--- config.mk ---
export PLATFORM = sky130hd
export DESIGN_NAME = gck_en_ctrl_flat
export DESIGN_NICKNAME = d
export VERILOG_FILES = /design/src/rtl/gck_en_ctrl_pkg.sv /design/src/rtl/gck_en_ctrl_if.sv /design/src/rtl/gck_sat_cnt.sv /design/src/rtl/gck_en_ctrl.sv /design/src/flat_wrapper.sv
export SDC_FILE = /design/constraint.sdc
export NUM_CORES = 1
export LEC_CHECK = 0
export CAP_MARGIN = 20
export CORE_MARGIN = 2
export CORE_UTILIZATION = 51
export CTS_BUF_LIST = sky130_fd_sc_hd__clkbuf_4
export DETAILED_ROUTE_END_ITERATION = 10
export PLACE_DENSITY_LB_ADDON = 0.15
export SLEW_MARGIN = 0
export SYNTH_ARGS = -nofsm -noshare
export SYNTH_HDL_FRONTEND = slang
export SYNTH_SLANG_ARGS = --single-unit
export TNS_END_PERCENT = 10
--- constraint.sdc ---
create_clock -name i_clk -period 3.1 [get_ports i_clk]
set_input_delay 0.62 -clock i_clk [delete_from_list [all_inputs] [get_ports i_clk]]
set_output_delay 0.62 -clock i_clk [all_outputs]
set_load 0.005 [all_outputs]
--- src/rtl/gck_en_ctrl_pkg.sv ---
// Shared types and constants for the idle-detect clock-gate enable controller.
package gck_en_ctrl_pkg;

  typedef enum logic [1:0] {
    RUN   = 2'd0,
    HYST  = 2'd1,
    GATED = 2'd2
  } gck_en_state_e;

  // A programmed threshold of zero behaves as a threshold of one.
  localparam int THRESH_ZERO_SUB = 1;

endpackage

--- src/rtl/gck_en_ctrl_if.sv ---
// Activity requests, control knobs and status outputs of the clock-gate enable controller.
interface gck_en_ctrl_if #(
  parameter int CNT_W  = 8,
  parameter int STAT_W = 16
);
  logic              i_busy;
  logic              i_wake;
  logic              i_force_on;
  logic              i_disable;
  logic [CNT_W-1:0]  i_idle_thresh;
  logic              i_stat_clr;
  logic              o_clk_en;
  logic              o_clk_active;
  logic [1:0]        o_state;
  logic [STAT_W-1:0] o_gated_cycles;

  modport master (
    output i_busy, i_wake, i_force_on, i_disable, i_idle_thresh, i_stat_clr,
    input  o_clk_en, o_clk_active, o_state, o_gated_cycles
  );

  modport slave (
    input  i_busy, i_wake, i_force_on, i_disable, i_idle_thresh, i_stat_clr,
    output o_clk_en, o_clk_active, o_state, o_gated_cycles
  );
endinterface

--- src/rtl/gck_sat_cnt.sv ---
// Saturating up-counter with synchronous clear; clear wins over increment.
module gck_sat_cnt #(
  parameter int W = 16
) (
  input  logic         clk,
  input  logic         rst,
  input  logic         clr,
  input  logic         inc,
  output logic [W-1:0] cnt
);

  always_ff @(posedge clk) begin
    if (rst || clr) begin
      cnt <= '0;
    end else if (inc && (cnt != {W{1'b1}})) begin
      cnt <= cnt + W'(1);
    end
  end

endmodule

--- src/rtl/gck_en_ctrl.sv ---
// Idle-detect controller driving a gck clk_en from a flop; gates after N idle cycles, wakes in one cycle.
module gck_en_ctrl
  import gck_en_ctrl_pkg::*;
#(
  parameter int CNT_W      = 8,
  parameter int STAT_W     = 16,
  parameter bit RST_CLK_EN = 1'b1
) (
  input  logic          i_clk,
  input  logic          i_rst,
  gck_en_ctrl_if.slave  bus
);

  localparam logic [CNT_W-1:0] N_MIN = CNT_W'(THRESH_ZERO_SUB);
  localparam gck_en_state_e    RST_STATE = RST_CLK_EN ? RUN : GATED;

  gck_en_state_e    state_q, state_nxt;
  logic [CNT_W-1:0] cnt_q, cnt_nxt;
  logic             clk_en_q;
  logic             act;
  logic [CNT_W-1:0] thr_n;
  logic [CNT_W:0]   cnt_inc;

  assign act     = bus.i_busy | bus.i_wake | bus.i_force_on | bus.i_disable;
  assign thr_n   = (bus.i_idle_thresh == '0) ? N_MIN : bus.i_idle_thresh;
  // One extra bit so cnt+1 cannot wrap before the compare.
  assign cnt_inc = (CNT_W+1)'(cnt_q) + (CNT_W+1)'(1);

  always_comb begin
    state_nxt = state_q;
    cnt_nxt   = cnt_q;
    case (state_q)
      HYST: begin
        if (act) begin
          state_nxt = RUN;
          cnt_nxt   = '0;
        end else if (cnt_inc >= {1'b0, thr_n}) begin
          state_nxt = GATED;
          cnt_nxt   = '0;
        end else begin
          cnt_nxt   = cnt_inc[CNT_W-1:0];
        end
      end
      GATED: begin
        cnt_nxt = '0;
        if (act) begin
          state_nxt = RUN;
        end
      end
      default: begin
        // RUN, and the unused encoding which behaves as RUN.
        if (act) begin
          state_nxt = RUN;
          cnt_nxt   = '0;
        end else if (thr_n == N_MIN) begin
          state_nxt = GATED;
          cnt_nxt   = '0;
        end else begin
          state_nxt = HYST;
          cnt_nxt   = CNT_W'(1);
        end
      end
    endcase
  end

  always_ff @(posedge i_clk) begin
    if (i_rst) begin
      state_q  <= RST_STATE;
      cnt_q    <= '0;
      clk_en_q <= RST_CLK_EN;
    end else begin
      state_q  <= state_nxt;
      cnt_q    <= cnt_nxt;
      clk_en_q <= (state_nxt != GATED);
    end
  end

  gck_sat_cnt #(
    .W (STAT_W)
  ) u_gated_cnt (
    .clk (i_clk),
    .rst (i_rst),
    .clr (bus.i_stat_clr),
    .inc (state_q == GATED),
    .cnt (bus.o_gated_cycles)
  );

  assign bus.o_clk_en     = clk_en_q;
  assign bus.o_clk_active = clk_en_q;
  assign bus.o_state      = state_q;

endmodule

--- src/flat_wrapper.sv ---
// flat-port wrapper written by rule: the top's interface ports become plain ports
module gck_en_ctrl_flat import gck_en_ctrl_pkg::*;
#(
  parameter int CNT_W      = 8,
  parameter int STAT_W     = 16,
  parameter bit RST_CLK_EN = 1'b1
)
  (i_clk, i_rst, bus_i_busy, bus_i_wake, bus_i_force_on, bus_i_disable, bus_i_idle_thresh, bus_i_stat_clr, bus_o_clk_en, bus_o_clk_active, bus_o_state, bus_o_gated_cycles);
  gck_en_ctrl_if #(.CNT_W(CNT_W), .STAT_W(STAT_W)) bus_i ();
  input  logic i_clk;
  input  logic i_rst;
  input wire logic [$bits(bus_i.i_busy)-1:0] bus_i_busy;
  input wire logic [$bits(bus_i.i_wake)-1:0] bus_i_wake;
  input wire logic [$bits(bus_i.i_force_on)-1:0] bus_i_force_on;
  input wire logic [$bits(bus_i.i_disable)-1:0] bus_i_disable;
  input wire logic [$bits(bus_i.i_idle_thresh)-1:0] bus_i_idle_thresh;
  input wire logic [$bits(bus_i.i_stat_clr)-1:0] bus_i_stat_clr;
  output wire logic [$bits(bus_i.o_clk_en)-1:0] bus_o_clk_en;
  output wire logic [$bits(bus_i.o_clk_active)-1:0] bus_o_clk_active;
  output wire logic [$bits(bus_i.o_state)-1:0] bus_o_state;
  output wire logic [$bits(bus_i.o_gated_cycles)-1:0] bus_o_gated_cycles;
  assign bus_i.i_busy = bus_i_busy;
  assign bus_i.i_wake = bus_i_wake;
  assign bus_i.i_force_on = bus_i_force_on;
  assign bus_i.i_disable = bus_i_disable;
  assign bus_i.i_idle_thresh = bus_i_idle_thresh;
  assign bus_i.i_stat_clr = bus_i_stat_clr;
  assign bus_o_clk_en = bus_i.o_clk_en;
  assign bus_o_clk_active = bus_i.o_clk_active;
  assign bus_o_state = bus_i.o_state;
  assign bus_o_gated_cycles = bus_i.o_gated_cycles;
  gck_en_ctrl #(.CNT_W(CNT_W), .STAT_W(STAT_W), .RST_CLK_EN(RST_CLK_EN)) u_core (.i_clk(i_clk), .i_rst(i_rst), .bus(bus_i));
endmodule
==> flow_metrics.py, run 1 <==
metrics = {
    "outcome": {
        "violations": "DRC",
        "status": "finished with violations",
    },
    "global_routing": {
        "grt_pass1_vias": 1347,
        "grt_pass1_wl_um": 5760,
        "grt_max_degree": 15,
        "grt_antenna_before_repair": 0,
        "grt_use_total_pct": 21.8,
        "grt-ovfl-total": 0,
    },
    "drt": {
        "wl_per_cell_um": 14.2,
        "dr.pass1.iters": 7,
        "vias": 1439,
        "drc": 1,
        "vias_per_cell": 5.92,
        "drt_iter0_drc": 65,
        "totalWireLength_um": 3440,
        "drtAntennaViolNets": 0,
    },
    "die": {
        "initial_core_util_pct": 54.2,
        "fp.coreArea_um2": 2810,
        "die_h_um": 58.6,
        "rows": 19,
        "fp.dieW_um": 58.6,
        "ios": 35,
        "dieArea_um2": 3440,
    },
    "synth": {
        "synth-edff-count": 0,
        "synth-async-reset-ratio_pct": 0,
        "yosysSeqAreaShare_pct": 35.5,
        "synth_top_area_share_pct": 35.5,
        "synth_cells": 177,
        "synth_commonest_cells": "dfxtp_1, nor2_1, xor2_1",
        "syn_nets": 204,
        "ys_types": 36,
        "synth_area_leaders": "dfxtp_1, ha_1, xor2_1",
        "yosysMostFrequentCell": "dfxtp_1",
        "yosysWarningCount": 0,
        "ys_seq_elements": 27,
        "synth_flop_cell": "dfxtp_1",
        "synth.cell_area_um2": 1520,
        "synth_top_area_cell": "dfxtp_1",
        "syn_avg_cell_area_um2": 8.60,
    },
    "layout": {
        "ff_latch_area_um2": 541,
        "finish.utilization_pct": 68.2,
        "post-route-cell-area_um2": 1910,
        "multi_input_area_um2": 920,
        "final_nets": 240,
        "syn_to_final_growth_pct": 25.8,
        "n_antenna_cell": 0,
        "drive_above_1_share_pct": 3.30,
        "num-fill-cells": 245,
    },
    "pwr": {
        "p_per_area_nw_per_um2": 284,
        "p_comb_share_pct": 6.9,
        "intPower_w": 0.000428,
        "power_frac_clock_pct": 29.1,
        "seq_power_share_pct": 64.0,
        "p_switching_w": 0.000116,
        "static-leakage-power_nw": 0.757,
        "ir_drop_mv": 0.251,
        "p_sw_share_pct": 21.3,
    },
    "clocking": {
        "cts_buffers": 3,
        "clk_path_buf_depth": 2,
        "cts_tree": "built",
        "cts.sinks": 27,
        "cts_setup_buffers": 0,
        "cts-htree-levels": 1,
        "clkTransAtPathRegs_ps": 140,
        "clkLatencyLatePin_ps": 320,
        "cts_resized": 0,
        "root_buffer": "clkbuf_4",
        "ctsHoldBuffers": 0,
    },
    "timing": {
        "fmax_mhz": 372,
        "final.setup.tns_ps": 0,
        "maxSlewHeadroom_pct": 48.3,
        "grt_setup_unrepaired": "false",
        "period_share_pct": 86.7,
        "finalMaxSlewViolations": 0,
        "setup_viol": 0,
        "skew_ps": 1.28,
        "finalCriticalPeriod_ps": 2690,
        "tightest_slew_ps": 775,
        "hold_violations": 0,
    },
    "worst_setup_path": {
        "startpoint": "u_core.cnt_q[0]$_SDFF_PP0_",
        "crit_fanout": 5,
        "r2r-start": "u_core.cnt_q[0]$_SDFF_PP0_",
        "path_buf_inv": 0,
        "cp-end-kind": "flop",
        "cp.arrival_ps": 2960,
        "critPathMaxStageDelay_ps": 470,
        "cp_num_cells": 8,
        "critPathRequiredTime_ps": 3380,
        "slowest_stage": "o31ai_1",
        "crit_type": "flop to flop",
        "start_kind": "flop",
        "crit_path_frequent_cell": "ha_1",
        "reg2reg_depth": 8,
        "crit_family": "compound AO/OA/AOI/OAI gates",
        "cp_cell_sequence": "ha_1 > nand3_1 > xnor2_1 > ha_1 > a22o_1 > o31ai_1 > and3_1 > and4_1",
    },
    "placed_design": {
        "placed_area_um2": 1880,
        "routabilityCongestion": 0.837,
        "hpwl_um": 2690,
        "numPortBuffers": 34,
    },
    "min_path": {
        "min_path_type": "flop to flop",
        "min_from": "u_core.cnt_q[0]$_SDFF_PP0_",
        "hold_path_depth": 1,
    },
    "flow_run": {
        "drv_cap": 0,
    },
}
kinds of logic (layout without fill, tap and decap cells):
group | Yosys count | count (layout) | share of synthesized area, %
AO/OA/AOI/OAI | 28 | 28 | 12.3
buffers and inverters | 15 | 50 | 4.03
flip-flops | 27 | 27 | 35.5
AND/OR/NAND/NOR | 79 | 79 | 29.1
XOR/XNOR | 16 | 16 | 9.21
adder cells (fa/ha/maj) | 12 | 12 | 9.87
through the flow:
step	std cells	setup WS [ps]	total power [W]	hold slack, ps
3_3_place_gp	239	372	0.000391	475
3_5_place_dp	239	223	0.000393	494
5_1_grt	243	188	0.000564	528
2_1_floorplan	177	921	0.000370	444
6_report	243	413	0.000544	510
4_1_cts	243	425	0.000551	515
cells in the final DEF, fill, tap and decap left out, types with 2 or more instances in the layout:
| cell type | instances |
|---|---|
| clkdlybuf4s50_1 | 34 |
| nand3_1 | 12 |
| nand2_1 | 9 |
| nor3_1 | 3 |
| a211o_1 | 2 |
| dfxtp_1 | 27 |
| nor2b_1 | 6 |
| and3_1 | 8 |
| o21ai_0 | 7 |
| clkbuf_4 | 4 |
| a211oi_1 | 2 |
| inv_1 | 12 |
| or4_1 | 3 |
| xor2_1 | 13 |
| and4_1 | 3 |
| a21oi_1 | 5 |
| ha_1 | 12 |
| nor2_1 | 18 |
| xnor2_1 | 3 |
| nand4_1 | 10 |
| o211ai_1 | 5 |
flip-flops by register name, summed over array words and instances, names as in the netlist:
signal and cells:
u_core.u_gated_cnt.cnt 16, u_core.bus.o_state 2, u_core.cnt_q 8, u_core.bus.o_clk_active 1
layer usage:
metal | wire (um) | GRT usage (%)
met5 | 0 | 0
met4 | 59 | 8.12
met3 | 147 | 5.93
met2 | 1600 | 34.7
met1 | 1640 | 28.4
worst reg2reg max path: cells and delay by family (launching register included):
family / cells / cell delay (ps)
AOI/OAI and AO/OA: 2 / 710
xor gates and xnor gates: 1 / 290
adders and majority gates: 2 / 570
DFF: 1 / 420
and+or+nand+nor: 3 / 670
layout make-up:
class	instances	share of cell area, %
Clock buffer	4	1.57
Sequential cell	27	28.2
Tap cell	31	2.03
Inverter	12	2.35
Multi-Input combinational cell	135	48.0
Timing Repair Buffer	34	17.8
path summary, 6_finish.rpt:
kind,slack [ps],end
max,410,u_core.cnt_q[6]$_SDFF_PP0_
min,510,u_core.cnt_q[0]$_SDFF_PP0_
max reg2reg,410,u_core.cnt_q[6]$_SDFF_PP0_
min reg2reg,510,u_core.cnt_q[0]$_SDFF_PP0_
power by group through the flow:
stage          sequential [W]  clock, W  combinational (W)
2_1_floorplan        0.000355         0          0.0000143
3_5_place_dp         0.000356         0          0.0000376
4_1_cts              0.000348  0.000166          0.0000376
5_1_grt              0.000348  0.000174          0.0000413
3_3_place_gp         0.000356         0          0.0000353
6_report             0.000348  0.000159          0.0000375
No activity file was read; power rests on OpenSTA's default activity.
==> run 2: changes to the inputs <==
CORE_ASPECT_RATIO = 1.4   (was not set)
CORE_UTILIZATION = 49   (was 51)
CTS_BUF_LIST = not set   (was sky130_fd_sc_hd__clkbuf_4)
==> run 2 against run 1 <==
  * The run now ends clean
  * Clock power increased by 25%
  * Setup slack gained 41 ps
  * Critical endpoint unchanged
  * Maximum frequency is 1.5% higher
  * Core utilization is 1.3 points lower
  * Cell count grew 2.9%
  * Sequential share of layout area is 0.44 points lower
  * First-iteration DRC count is 37% lower
  * Combinational power grew 3%
  * Highest routed layer unchanged
  * Clock-buffer cell count unchanged
  * Largest cell class unchanged
  * Sequential power hardly changed
  * Global-route usage down 1.4 points
  * Clock skew rose by 0.63 ps
==> flow_metrics.py, run 2 (synthesized netlist as in run 1, its figures left out) <==
metrics = {
    "clocking": {
        "cts.sinks": 27,
        "cts-htree-levels": 1,
        "cts_tree": "built",
        "root_buffer": "clkbuf_8",
        "clk_path_buf_depth": 2,
        "clkLatencyLatePin_ps": 270,
        "cts_buffers": 3,
        "ctsHoldBuffers": 0,
        "cts_resized": 0,
        "clkTransAtPathRegs_ps": 90,
        "cts_setup_buffers": 0,
    },
    "global_routing": {
        "grt_util_met2_pct": 40.5,
        "use_met3_pct": 2.99,
        "grt_pass1_wl_um": 5730,
        "grt_pass1_vias": 1417,
        "top_usage_layer": "met2",
        "grt_use_met1_pct": 19.4,
        "grt-ovfl-total": 0,
        "grt_max_degree": 15,
        "grt_use_total_pct": 20.4,
        "grt_antenna_before_repair": 0,
    },
    "worst_setup_path": {
        "cp.arrival_ps": 2870,
        "start_kind": "flop",
        "reg2reg_depth": 8,
        "crit_fanout": 5,
        "startpoint": "u_core.cnt_q[0]$_SDFF_PP0_",
        "cp-end-kind": "flop",
        "crit_type": "flop to flop",
        "r2r-start": "u_core.cnt_q[0]$_SDFF_PP0_",
        "critPathRequiredTime_ps": 3320,
    },
    "drt": {
        "vias": 1419,
        "vias_per_cell": 5.68,
        "drc": 0,
        "totalWireLength_um": 3390,
        "drtAntennaViolNets": 0,
        "dr.pass1.iters": 4,
        "wl_per_cell_um": 13.6,
        "drt_iter0_drc": 41,
    },
    "timing": {
        "period_share_pct": 85.4,
        "maxSlewHeadroom_pct": 64.4,
        "hold_violations": 0,
        "final.setup.tns_ps": 0,
        "finalCriticalPeriod_ps": 2650,
        "fmax_mhz": 378,
        "skew_ps": 1.90,
        "grt_setup_unrepaired": "false",
        "setup_viol": 0,
        "finalMaxSlewViolations": 0,
        "tightest_slew_ps": 530,
    },
    "layout": {
        "syn_to_final_growth_pct": 27.8,
        "drive_above_1_share_pct": 3.29,
        "largest_reg_flops": 16,
        "layout_commonest_cell": "clkdlybuf4s50_1",
        "largest_register": "u_core.u_gated_cnt.cnt",
        "most-common-layout-cells": "clkdlybuf4s50_1, dfxtp_1, nor2_1, xor2_1",
        "n_antenna_cell": 0,
        "final_nets": 241,
    },
    "die": {
        "initial_core_util_pct": 52.3,
        "fp.dieW_um": 51.1,
        "rows": 23,
        "ios": 35,
        "dieArea_um2": 3570,
        "fp.coreArea_um2": 2910,
        "die_h_um": 69.9,
    },
    "flow_run": {
        "drv_cap": 0,
    },
    "min_path": {
        "hold_path_depth": 1,
        "min_path_type": "flop to flop",
        "min_from": "u_core.cnt_q[0]$_SDFF_PP0_",
    },
    "placed_design": {
        "routabilityCongestion": 0.807,
        "hpwl_um": 2750,
        "numPortBuffers": 34,
    },
    "pwr": {
        "p_total_w": 0.000586,
        "ir_drop_mv": 0.180,
        "static-leakage-power_nw": 0.766,
        "p_per_area_nw_per_um2": 301,
    },
    "outcome": {
        "status": "completed",
    },
}
[run 2: worst paths after layout]
kind                                                    to  slack [ps]
worst max-delay path            u_core.cnt_q[6]$_SDFF_PP0_         450
worst min-delay path            u_core.cnt_q[0]$_SDFF_PP0_         500
worst max register to register  u_core.cnt_q[6]$_SDFF_PP0_         450
worst min register to register  u_core.cnt_q[0]$_SDFF_PP0_         500
[run 2: per-layer routing]
layer	vias to the layer above	routed length (um)	share of wire [%]
li1	712	-	-
met1	665	1290	38
met2	33	1910	56
met3	9	102	3.0
met4	0	78	2.3
met5	-	0	0
[run 2: area by class of cell]
class | count | area, um^2
well taps | 37 | 46.3
inverters | 12 | 45.0
clock buffers | 4 | 45.0
fillers | 234 | 962
flip-flops and latches | 27 | 541
repair buffers | 35 | 348
multi-input cells | 135 | 920
[run 2: critical path, cell delays in order (launching register included)]
cell and delay, ps:
dfxtp_1 400, ha_1 270, nand3_1 110, xnor2_1 300
ha_1 310, a22o_1 230, o31ai_1 450, and3_1 310
and4_1 200
[run 2: per-stage QoR]
stage	util, %	area [um^2]	hold WS [ps]	setup slack (ps)	std cells
after CTS	66.9	1940	504	473	250
after global routing	66.9	1940	535	287	250
after floorplan	-	1520	444	921	177
after detailed placement	65.3	1900	483	266	246
after global placement	65.3	1900	470	392	246
final	66.9	1940	499	454	250
[run 2: power breakdown]
group / internal [W] / leakage [nW] / switching, W
registers: 0.000347 / 0.217 / 0.000000497
logic: 0.0000226 / 0.526 / 0.0000162
clock network: 0.0000921 / 0.0228 / 0.000107
total: 0.000462 / 0.766 / 0.000124
